File: src/rtl/seq_divider_24_pkg.sv
// Shared types and helpers for the sequential signed divider.
package div_pkg;

  localparam int DEF_WIDTH = 24;
  localparam int MAXW      = 64;

  typedef enum logic [1:0] {
    IDLE = 2'd0,
    DIV  = 2'd1,
    FIX  = 2'd2
  } state_e;

  typedef enum logic {
    OP_ADD = 1'b0,
    OP_SUB = 1'b1
  } op_e;

  // Two's-complement negate when neg is set; callers keep only the low bits they need.
  function automatic logic [MAXW-1:0] cond_neg(input logic [MAXW-1:0] x, input logic neg);
    return neg ? (~x + MAXW'(1)) : x;
  endfunction

endpackage

File: src/rtl/seq_divider_24_if.sv
// Start/valid handshake and operand/result bus of the divider.
interface seq_divider_24_if #(parameter int WIDTH = div_pkg::DEF_WIDTH);
  logic             start;
  logic [WIDTH-1:0] dividend;
  logic [WIDTH-1:0] divisor;
  logic             ready;
  logic             out_valid;
  logic [WIDTH-1:0] quotient;
  logic [WIDTH-1:0] remainder;
  logic             div_by_zero;
  logic             overflow;

  modport master (
    output start, dividend, divisor,
    input  ready, out_valid, quotient, remainder, div_by_zero, overflow
  );

  modport slave (
    input  start, dividend, divisor,
    output ready, out_valid, quotient, remainder, div_by_zero, overflow
  );
endinterface

File: src/rtl/seq_divider_24_addsub.sv
// Combinational add/subtract step for the partial remainder.
module div_addsub
  import div_pkg::*;
#(
  parameter int W = DEF_WIDTH + 1
) (
  input  logic [W-1:0] a,
  input  logic [W-1:0] b,
  input  op_e          op,
  output logic [W-1:0] y
);

  // y = a - b for OP_SUB, a + b for OP_ADD
  always_comb begin
    y = (op == OP_SUB) ? (a - b) : (a + b);
  end

endmodule

File: src/rtl/seq_divider_24.sv
// Sequential signed divider, radix-2 non-restoring, WIDTH+2 cycle latency.
// Optional macro SEQ_DIV_ZERO_FASTPATH_EN: a zero divisor skips the DIV phase.
module seq_divider_24
  import div_pkg::*;
#(
  parameter int WIDTH = DEF_WIDTH
) (
  input logic              clk,
  input logic              rst,
  seq_divider_24_if.slave  bus
);

  localparam int CW = (WIDTH > 1) ? $clog2(WIDTH) : 1;
  localparam logic [WIDTH-1:0] MINV = {1'b1, {(WIDTH-1){1'b0}}};

  state_e           state, state_nx;
  logic [WIDTH:0]   r;
  logic [WIDTH-1:0] q;
  logic [WIDTH-1:0] b_mag;
  logic [WIDTH-1:0] dvd_raw;
  logic             sign_q, sign_r, dz, ov;
  logic [CW-1:0]    count;

  logic [WIDTH-1:0] dvd_mag, dvs_mag, rem_mag, q_signed, r_signed;
  logic [WIDTH:0]   as_a, as_y;
  op_e              as_op;
  logic             accept;

  logic [WIDTH-1:0] quotient_q, remainder_q;
  logic             out_valid_q, dz_q, ov_q;

  assign accept        = (state == IDLE) && bus.start;
  assign bus.ready     = (state == IDLE);
  assign bus.out_valid = out_valid_q;
  assign bus.quotient  = quotient_q;
  assign bus.remainder = remainder_q;
  assign bus.div_by_zero = dz_q;
  assign bus.overflow  = ov_q;

  // Operand magnitudes; the most negative value maps to its unsigned magnitude.
  always_comb begin
    dvd_mag = WIDTH'(cond_neg(MAXW'(bus.dividend), bus.dividend[WIDTH-1]));
    dvs_mag = WIDTH'(cond_neg(MAXW'(bus.divisor), bus.divisor[WIDTH-1]));
  end

  // The single add/sub unit does the iteration step in DIV and the restoring add in FIX.
  always_comb begin
    as_a  = (state == FIX) ? r : {r[WIDTH-1:0], q[WIDTH-1]};
    as_op = (state == DIV && !r[WIDTH]) ? OP_SUB : OP_ADD;
  end

  div_addsub #(.W(WIDTH + 1)) u_addsub (
    .a  (as_a),
    .b  ({1'b0, b_mag}),
    .op (as_op),
    .y  (as_y)
  );

  // Final correction and sign application for FIX.
  always_comb begin
    rem_mag  = r[WIDTH] ? as_y[WIDTH-1:0] : r[WIDTH-1:0];
    q_signed = WIDTH'(cond_neg(MAXW'(q), sign_q));
    r_signed = WIDTH'(cond_neg(MAXW'(rem_mag), sign_r && (rem_mag != '0)));
  end

  // State register.
  always_ff @(posedge clk) begin
    if (rst) state <= IDLE;
    else     state <= state_nx;
  end

  // Next-state logic.
  always_comb begin
    state_nx = state;
    case (state)
      IDLE: begin
        if (bus.start) begin
`ifdef SEQ_DIV_ZERO_FASTPATH_EN
          state_nx = (bus.divisor == '0) ? FIX : DIV;
`else
          state_nx = DIV;
`endif
        end
      end
      DIV:     if (count == CW'(WIDTH - 1)) state_nx = FIX;
      FIX:     state_nx = IDLE;
      default: state_nx = IDLE;
    endcase
  end

  // Operand capture, iteration registers and result registers.
  always_ff @(posedge clk) begin
    if (rst) begin
      r           <= '0;
      q           <= '0;
      b_mag       <= '0;
      dvd_raw     <= '0;
      sign_q      <= 1'b0;
      sign_r      <= 1'b0;
      dz          <= 1'b0;
      ov          <= 1'b0;
      count       <= '0;
      quotient_q  <= '0;
      remainder_q <= '0;
      out_valid_q <= 1'b0;
      dz_q        <= 1'b0;
      ov_q        <= 1'b0;
    end else begin
      out_valid_q <= (state == FIX);
      if (accept) begin
        r       <= '0;
        q       <= dvd_mag;
        b_mag   <= dvs_mag;
        dvd_raw <= bus.dividend;
        sign_q  <= bus.dividend[WIDTH-1] ^ bus.divisor[WIDTH-1];
        sign_r  <= bus.dividend[WIDTH-1];
        dz      <= (bus.divisor == '0);
        ov      <= (bus.dividend == MINV) && (bus.divisor == '1);
        count   <= '0;
      end else if (state == DIV) begin
        r     <= as_y;
        q     <= {q[WIDTH-2:0], ~as_y[WIDTH]};
        count <= count + CW'(1);
      end else if (state == FIX) begin
        if (dz) begin
          quotient_q  <= '1;
          remainder_q <= dvd_raw;
          dz_q        <= 1'b1;
          ov_q        <= 1'b0;
        end else begin
          quotient_q  <= q_signed;
          remainder_q <= r_signed;
          dz_q        <= 1'b0;
          ov_q        <= ov;
        end
      end
    end
  end

endmodule

File: src/flat_wrapper.sv
// flat-port wrapper written by rule: the top's interface ports become plain ports
module seq_divider_24_flat import div_pkg::*;
#(
  parameter int WIDTH = DEF_WIDTH
)
  (clk, rst, bus_start, bus_dividend, bus_divisor, bus_ready, bus_out_valid, bus_quotient, bus_remainder, bus_div_by_zero, bus_overflow);
  seq_divider_24_if #(.WIDTH(WIDTH)) bus_i ();
  input logic clk;
  input logic rst;
  input wire logic [$bits(bus_i.start)-1:0] bus_start;
  input wire logic [$bits(bus_i.dividend)-1:0] bus_dividend;
  input wire logic [$bits(bus_i.divisor)-1:0] bus_divisor;
  output wire logic [$bits(bus_i.ready)-1:0] bus_ready;
  output wire logic [$bits(bus_i.out_valid)-1:0] bus_out_valid;
  output wire logic [$bits(bus_i.quotient)-1:0] bus_quotient;
  output wire logic [$bits(bus_i.remainder)-1:0] bus_remainder;
  output wire logic [$bits(bus_i.div_by_zero)-1:0] bus_div_by_zero;
  output wire logic [$bits(bus_i.overflow)-1:0] bus_overflow;
  assign bus_i.start = bus_start;
  assign bus_i.dividend = bus_dividend;
  assign bus_i.divisor = bus_divisor;
  assign bus_ready = bus_i.ready;
  assign bus_out_valid = bus_i.out_valid;
  assign bus_quotient = bus_i.quotient;
  assign bus_remainder = bus_i.remainder;
  assign bus_div_by_zero = bus_i.div_by_zero;
  assign bus_overflow = bus_i.overflow;
  seq_divider_24 #(.WIDTH(WIDTH)) u_core (.clk(clk), .rst(rst), .bus(bus_i));
endmodule
File: config.mk
export PLATFORM = sky130hd
export DESIGN_NAME = seq_divider_24_flat
export DESIGN_NICKNAME = d
export VERILOG_FILES = /design/src/rtl/seq_divider_24_pkg.sv /design/src/rtl/seq_divider_24_if.sv /design/src/rtl/seq_divider_24_addsub.sv /design/src/rtl/seq_divider_24.sv /design/src/flat_wrapper.sv
export SDC_FILE = /design/constraint.sdc
export NUM_CORES = 1
export LEC_CHECK = 0
export ABC_AREA = 1
export CAP_MARGIN = 15
export CELL_PAD_IN_SITES_DETAIL_PLACEMENT = 1
export CELL_PAD_IN_SITES_GLOBAL_PLACEMENT = 2
export CORE_UTILIZATION = 34
export DETAILED_ROUTE_END_ITERATION = 10
export GPL_TIMING_DRIVEN = 1
export PLACE_DENSITY_LB_ADDON = 0.25
export SLEW_MARGIN = 20
export SYNTH_ARGS = -nofsm -noshare
export SYNTH_HDL_FRONTEND = slang
export SYNTH_SLANG_ARGS = --single-unit
File: constraint.sdc
create_clock -name clk -period 11.1 [get_ports clk]
set_input_delay 2.22 -clock clk [delete_from_list [all_inputs] [get_ports clk]]
set_output_delay 2.22 -clock clk [all_outputs]
set_load 0.01 [all_outputs]
# Yosys cells after proc, flatten, opt, wreduce, memory -nomap -nowiden
# Index checks and enable logic that the tools add are counted.
# totals
regBits	159
inputBits	51
out_inout_bits	52
word_cells	66
# op_classes
add_sub_neg	7
eq_ne	7
n_mux	17
n_bitwise	8
n_reduce_logical	12
# ops
operator	count
$mux W24	9
$add A24 B1 Y24 const B	4
$not A24 Y24	4
$mux W25	2
$eq A24 B24 Y1 const B	2
$add A25 B24 Y25	1
$sub A25 B24 Y25	1
$logic_not A24 Y1	1
$reduce_bool A24 Y1	1
$add A5 B1 Y5 const B	1
$eq A5 B5 Y1 const B	1
$logic_and A1 B1 Y1	4
$mux W2	2
$ne A2 B2 Y1 const B	2
$pmux W2 S2	1
$mux W1	3
$not A1 Y1	3
$reduce_and A3 Y1	1
$eq A2 B1 Y1 const B	1
$eq A2 B2 Y1 const B	1
$logic_not A2 Y1	1
$reduce_and A2 Y1	1
$reduce_bool A2 Y1	1
$reduce_or A2 Y1	1
2 further kinds	2

# Logic depth before layout (Yosys ltp)
# logic_depth
ltp_word	9
depth_mapped	33
depth_no_buf	32

# By module
# From an unflattened synthesis, not the netlist that was laid out.
# hier_totals
hier_cells	1925
area_unflattened_um2	11564.8
# modules_own_cells
module	instances	cells_per_inst	area_each_um2	seq_area_each_um2
seq_divider_24	1	1440	9133.8	3163.0
div_addsub	1	485	2431.1	0.0

# Worst setup path after synthesis
# OpenSTA, ideal clock, no wires.
# synth_timing
path_kind	input-to-reg
startpoint	input bus_dividend[1]
endpoint	register u_core.q[22]
setup_time_ps	114
arrival_time_ps	4121
required_time_ps	10986
path_slack_ps	6866
stages	15
path_cell_list	inv_1 > ha_1 > inv_1 > nor3_1 > inv_1 > nor3_1 > nand3_1 > nor3_1 > nand2_1 > nor3_1 > inv_1 > o21ai_0 > o221ai_1 > o21bai_1 > inv_1
# synth_via
elab_chain_len	4
# synth_rtl
item	line_no	text
start: declaration	flat_wrapper.sv:11	input wire logic [$bits(bus_i.dividend)-1:0] bus_dividend;
$not A24 Y24	seq_divider_24_pkg.sv:20	return neg ? (~x + MAXW'(1)) : x;
$add A24 B1 Y24	seq_divider_24_pkg.sv:20	
$mux W24	seq_divider_24_pkg.sv:20	
$mux W24	seq_divider_24.sv:110	if (accept) begin
end signal: assignment	seq_divider_24.sv:112	q <= dvd_mag;
end signal: assignment	seq_divider_24.sv:122	q <= {q[WIDTH-2:0], ~as_y[WIDTH]};
end: declaration	seq_divider_24.sv:18	logic [WIDTH-1:0] q;
# No other way between the ends.
# A chain may end at the register's enable or synchronous reset.

# Worst setup path in the final report
# layout_timing
startpoint	register u_core.state[0]
endpoint	register u_core.remainder_q[21] (netlist: u_core.bus.remainder[21])
# layout_via
elab_chain_len	9
# layout_rtl
item	line_no	text
start: declaration	seq_divider_24.sv:16	state_e state, state_nx;
start signal: assignment	seq_divider_24.sv:69	else state <= state_nx;
$eq A2 B2 Y1 / $eq A2 B1 Y1 (equally long branches)	-	
$mux W25 / $logic_and A1 B1 Y1 (equally long branches)	seq_divider_24.sv:48, seq_divider_24.sv:49	
$add A25 B24 Y25 (tied with other cells)	seq_divider_24_addsub.sv:15	y = (op == OP_SUB) ? (a - b) : (a + b);
$mux W25	seq_divider_24_addsub.sv:15	
$mux W24	seq_divider_24.sv:61	rem_mag = r[WIDTH] ? as_y[WIDTH-1:0] : r[WIDTH-1:0];
$not A24 Y24 / $reduce_bool A24 Y1 (equally long branches)	seq_divider_24_pkg.sv:20, seq_divider_24.sv:63	
$add A24 B1 Y24 / $logic_and A1 B1 Y1 (equally long branches)	seq_divider_24_pkg.sv:20, seq_divider_24.sv:63	
$mux W24	seq_divider_24_pkg.sv:20	
$mux W24	seq_divider_24.sv:125	if (dz) begin
end signal: assignment	seq_divider_24.sv:127	remainder_q <= dvd_raw;
end signal: assignment	seq_divider_24.sv:132	remainder_q <= r_signed;
end: declaration	seq_divider_24.sv:29	logic [WIDTH-1:0] quotient_q, remainder_q;
# Several ways; a longest one is shown, not always the timed one.

==> impl_metrics.ini <==
[clock_tree]
clk_latency_ns = 0.45
clkSlewWorstSetupHoldPaths_ns = 0.07
postCtsSetupBuffers = 0
cts-hold-fix-buffers = 0
cts_tree = done
numClockSinks = 158
post_cts.resized_instances = 0
htree_num_levels = 4
clockRootBuffer = sky130_fd_sc_hd__clkbuf_16
clock_path_buffers = 2
cts_buffers = 17

[finish]
final.fill_count = 4376
antennaDiodeCount = 0
areaGrowthSynthToFinish_pct = 17.3
final_layout_size_suffix_gt1_share_pct = 4.48
stdcell_area_mm2 = 0.0133
net_count_final = 1993

[synthesis]
postSynthNetCount = 1931
postSynthRegisterBits = 158
synth_warnings = 0
postSynthAreaPerCell_um2 = 6.16
netlist_area_mm2 = 0.0114
ys_async_sr_fraction_pct = 0
synthCells = 1846
synth-edff-count = 0
synth.yosys.seq_area_share_pct = 27.8
synth.lib_cells_used.distinct = 46
synth_flop_cell = sky130_fd_sc_hd__dfxtp_1

[timing]
tightestPinTransition_ns = 0.919
totalNegativeSetupSlack_ns = 0
slew_headroom_pct = 38.5
timing.final.ws_setup_ns = 4.46
final.min_clock_period_ns = 6.64
clock.fmax_mhz = 151
grt_setup_unrepaired = false
timing_hold_violations_final = 0
setup_viol_count_final = 0
finalClockSkew_ns = 0.0137
final_min_period_over_clock_period_pct = 59.9
timing_max_transition_violations_final = 0

[drt]
wire_length_reported_by_the_detailed_router_um = 43300
iter_0_drt_violations = 746
vias = 12200
wl_met2_um = 20200
drt-wirelength-per-cell_um = 18.3
met3RoutedLength_um = 1420
drt-vias-per-instance = 5.17
detail_route.drc_violations = 0
drtPass1Iterations = 6
detail_route.wirelength.met1_um = 21000
max_used_layer = met4
ant_nets = 0

[die]
ioPinCount = 103
core_area_mm2 = 0.0327
fp.dieArea_mm2 = 0.0342
initial_core_util_pct = 34.8
die_w_um = 185
placement_rows = 66
die_y_um = 185

[outcome]
status = completed

[critical_path]
critPathMaxFanout = 43
crit_path_max_incr_delay_ns = 0.76
worstPathArrival_ns = 6.94
critPathKind = flip-flop to flip-flop
critical-path-slowest-cell = sky130_fd_sc_hd__nor2_1
critPathMostFrequentCell = sky130_fd_sc_hd__nand2_1
worst_setup_path_start_kind = flip-flop
nature_of_the_critical_path_endpoint = flip-flop
worst_ep_required_time_ns = 11.39

[global_route]
grt_pass1_wl_um = 68100
grt.total_usage_pct = 26.0
grt_max_degree = 70
overflow = 0
first_global_vias = 12300
antenna_found_initial = 0

[placement]
dp_hpwl_um = 33100
gpl.final_weighted_congestion = 0.884
portBuffers = 102
postPlaceCellArea_mm2 = 0.0128
dpl_worst_slack_ns = 4.54

[power_and_ir_drop]
total_leakage_power_nw = 6.27
p_comb_share_pct = 38.6
internal_power_mw = 1.18
power.density_mw_per_mm2 = 152
worst_voltage_drop_across_the_vdd_grid_mv = 0.119
switching_share_pct = 41.8
power.clock.fraction_pct = 30.0
pwr-share-seq_pct = 31.4
power.switching_mw = 0.850

[hold_path]
hold_path.class = flip-flop to flip-flop

[run]
count_of_max_cap_constraint_violations = 0
==> layout by cell type, fill, tap and decap left out, types with 27 or more instances in the layout <==
| cell | instances |
|---|---|
| sky130_fd_sc_hd__inv_1 | 303 |
| sky130_fd_sc_hd__a21oi_1 | 116 |
| sky130_fd_sc_hd__dfxtp_1 | 158 |
| sky130_fd_sc_hd__o221ai_1 | 27 |
| sky130_fd_sc_hd__o21ai_0 | 109 |
| sky130_fd_sc_hd__nand3_1 | 145 |
| sky130_fd_sc_hd__ha_1 | 33 |
| sky130_fd_sc_hd__nor2_1 | 122 |
| sky130_fd_sc_hd__nand4_1 | 30 |
| sky130_fd_sc_hd__xor2_1 | 53 |
| sky130_fd_sc_hd__o211ai_1 | 27 |
| sky130_fd_sc_hd__nor3_1 | 42 |
| sky130_fd_sc_hd__nand2_1 | 475 |
| sky130_fd_sc_hd__clkdlybuf4s50_1 | 101 |
==> cells by family (layout without fill, tap and decap cells) <==
group	Yosys count	in the layout	share of synthesized area (%)
AO/OA/AOI/OAI	329	329	16.9
flip-flops	158	158	27.8
XOR/XNOR	75	75	5.77
adder cells (fa/ha/maj)	34	34	3.81
AND/OR/NAND/NOR	861	861	32.6
buffers and inverters	389	464	13.1
==> path summary, 6_finish.rpt <==
kind,start,to,slack [ns],cells after the start
setup / recovery,u_core.state[0],u_core.bus.remainder[21],4.46,31
hold / removal,u_core.dvd_raw[21],u_core.dvd_raw[21],0.46,2
setup reg to reg,u_core.state[0],u_core.bus.remainder[21],4.46,31
hold reg to reg,u_core.dvd_raw[21],u_core.dvd_raw[21],0.46,2
==> registers in the layout, indices dropped and copies added, names as in the netlist <==
| name | cells |
|---|---|
| u_core.r | 25 |
| u_core.b_mag | 24 |
| u_core.bus.quotient | 24 |
| u_core.bus.remainder | 24 |
| u_core.q | 24 |
| u_core.dvd_raw | 23 |
| u_core.count | 5 |
| u_core.state | 2 |
| u_core.bus.div_by_zero | 1 |
| u_core.bus.out_valid | 1 |
| u_core.bus.overflow | 1 |
| u_core.dz | 1 |
| u_core.ov | 1 |
| u_core.sign_q | 1 |
| u_core.sign_r | 1 |
==> metal layers <==
metal	vias to the layer above	GRT usage, %
met4	0	6.25
met3	41	3.72
met1	5875	34.7
met2	187	43.7
met5	-	0
li1	6109	-
==> worst max-delay path, delay by kind of cell (launching register included) <==
kind / cells / cell delay, ns
fa+ha+maj: 1 / 0.35
buf+inv: 6 / 1.65
simple gates: 19 / 3.38
flops: 1 / 0.33
xor+xnor: 1 / 0.19
compound gates: 4 / 0.60
==> through the flow <==
stage	power [mW]	std cells	hold WS, ns	util (%)
2_1_floorplan	1.18	1846	0.427	-
3_3_place_gp	1.42	2331	0.447	39.0
3_5_place_dp	1.42	2331	0.449	39.0
4_1_cts	2.04	2363	0.461	40.8
5_1_grt	2.16	2363	0.491	40.8
6_report	2.03	2363	0.463	40.8
==> synth_stat cells, types with 2 or more instances <==
cell type | number | share of area (%)
sky130_fd_sc_hd__nand2_1 | 476 | 16
sky130_fd_sc_hd__inv_1 | 303 | 10
sky130_fd_sc_hd__dfxtp_1 | 158 | 28
sky130_fd_sc_hd__nand3_1 | 145 | 6.4
sky130_fd_sc_hd__nor2_1 | 124 | 4.1
sky130_fd_sc_hd__a21oi_1 | 116 | 5.1
sky130_fd_sc_hd__o21ai_0 | 109 | 4.8
sky130_fd_sc_hd__clkbuf_1 | 60 | 2.0
sky130_fd_sc_hd__xor2_1 | 53 | 4.1
sky130_fd_sc_hd__nor3_1 | 42 | 1.8
sky130_fd_sc_hd__ha_1 | 33 | 3.6
sky130_fd_sc_hd__nand4_1 | 30 | 1.6
sky130_fd_sc_hd__o211ai_1 | 27 | 1.8
sky130_fd_sc_hd__o221ai_1 | 27 | 2.1
sky130_fd_sc_hd__xnor2_1 | 22 | 1.7
sky130_fd_sc_hd__o22ai_1 | 14 | 0.77
sky130_fd_sc_hd__a31oi_1 | 9 | 0.49
sky130_fd_sc_hd__clkinv_1 | 8 | 0.26
sky130_fd_sc_hd__a221oi_1 | 7 | 0.54
sky130_fd_sc_hd__nor2_2 | 7 | 0.38
sky130_fd_sc_hd__or2_2 | 7 | 0.38
sky130_fd_sc_hd__nor4_1 | 6 | 0.33
sky130_fd_sc_hd__a211oi_1 | 5 | 0.33
sky130_fd_sc_hd__buf_1 | 5 | 0.16
sky130_fd_sc_hd__buf_2 | 5 | 0.22
sky130_fd_sc_hd__inv_2 | 5 | 0.16
sky130_fd_sc_hd__nand2_2 | 5 | 0.27
sky130_fd_sc_hd__nand3b_1 | 5 | 0.33
sky130_fd_sc_hd__nand3_2 | 4 | 0.35
sky130_fd_sc_hd__o21ai_1 | 4 | 0.18
sky130_fd_sc_hd__a32oi_1 | 3 | 0.23
sky130_fd_sc_hd__buf_6 | 3 | 0.30
sky130_fd_sc_hd__nor2_4 | 3 | 0.30
sky130_fd_sc_hd__nor3b_1 | 3 | 0.20
sky130_fd_sc_hd__o31ai_1 | 2 | 0.13
==> power groups by stage <==
stage	clock (mW)	combinational [mW]	sequential, mW
CTS	0.622	0.781	0.637
global route	0.645	0.875	0.642
global placement	0	0.766	0.649
detailed placement	0	0.774	0.650
finish	0.610	0.784	0.638
floorplan	0	0.541	0.637
==> cell type report <==
cell class	instances	area (µm²)	share of cell area, %
sequential	158	3160	23.7
tap	442	553	4.14
clock buffer	18	429	3.22
multi-input combinational	1299	6730	50.4
inverter	316	1190	8.89
clock inverter	14	161	1.21
timing repair buffer	116	1120	8.40
Note: power is estimated with default switching activity, not from simulation.
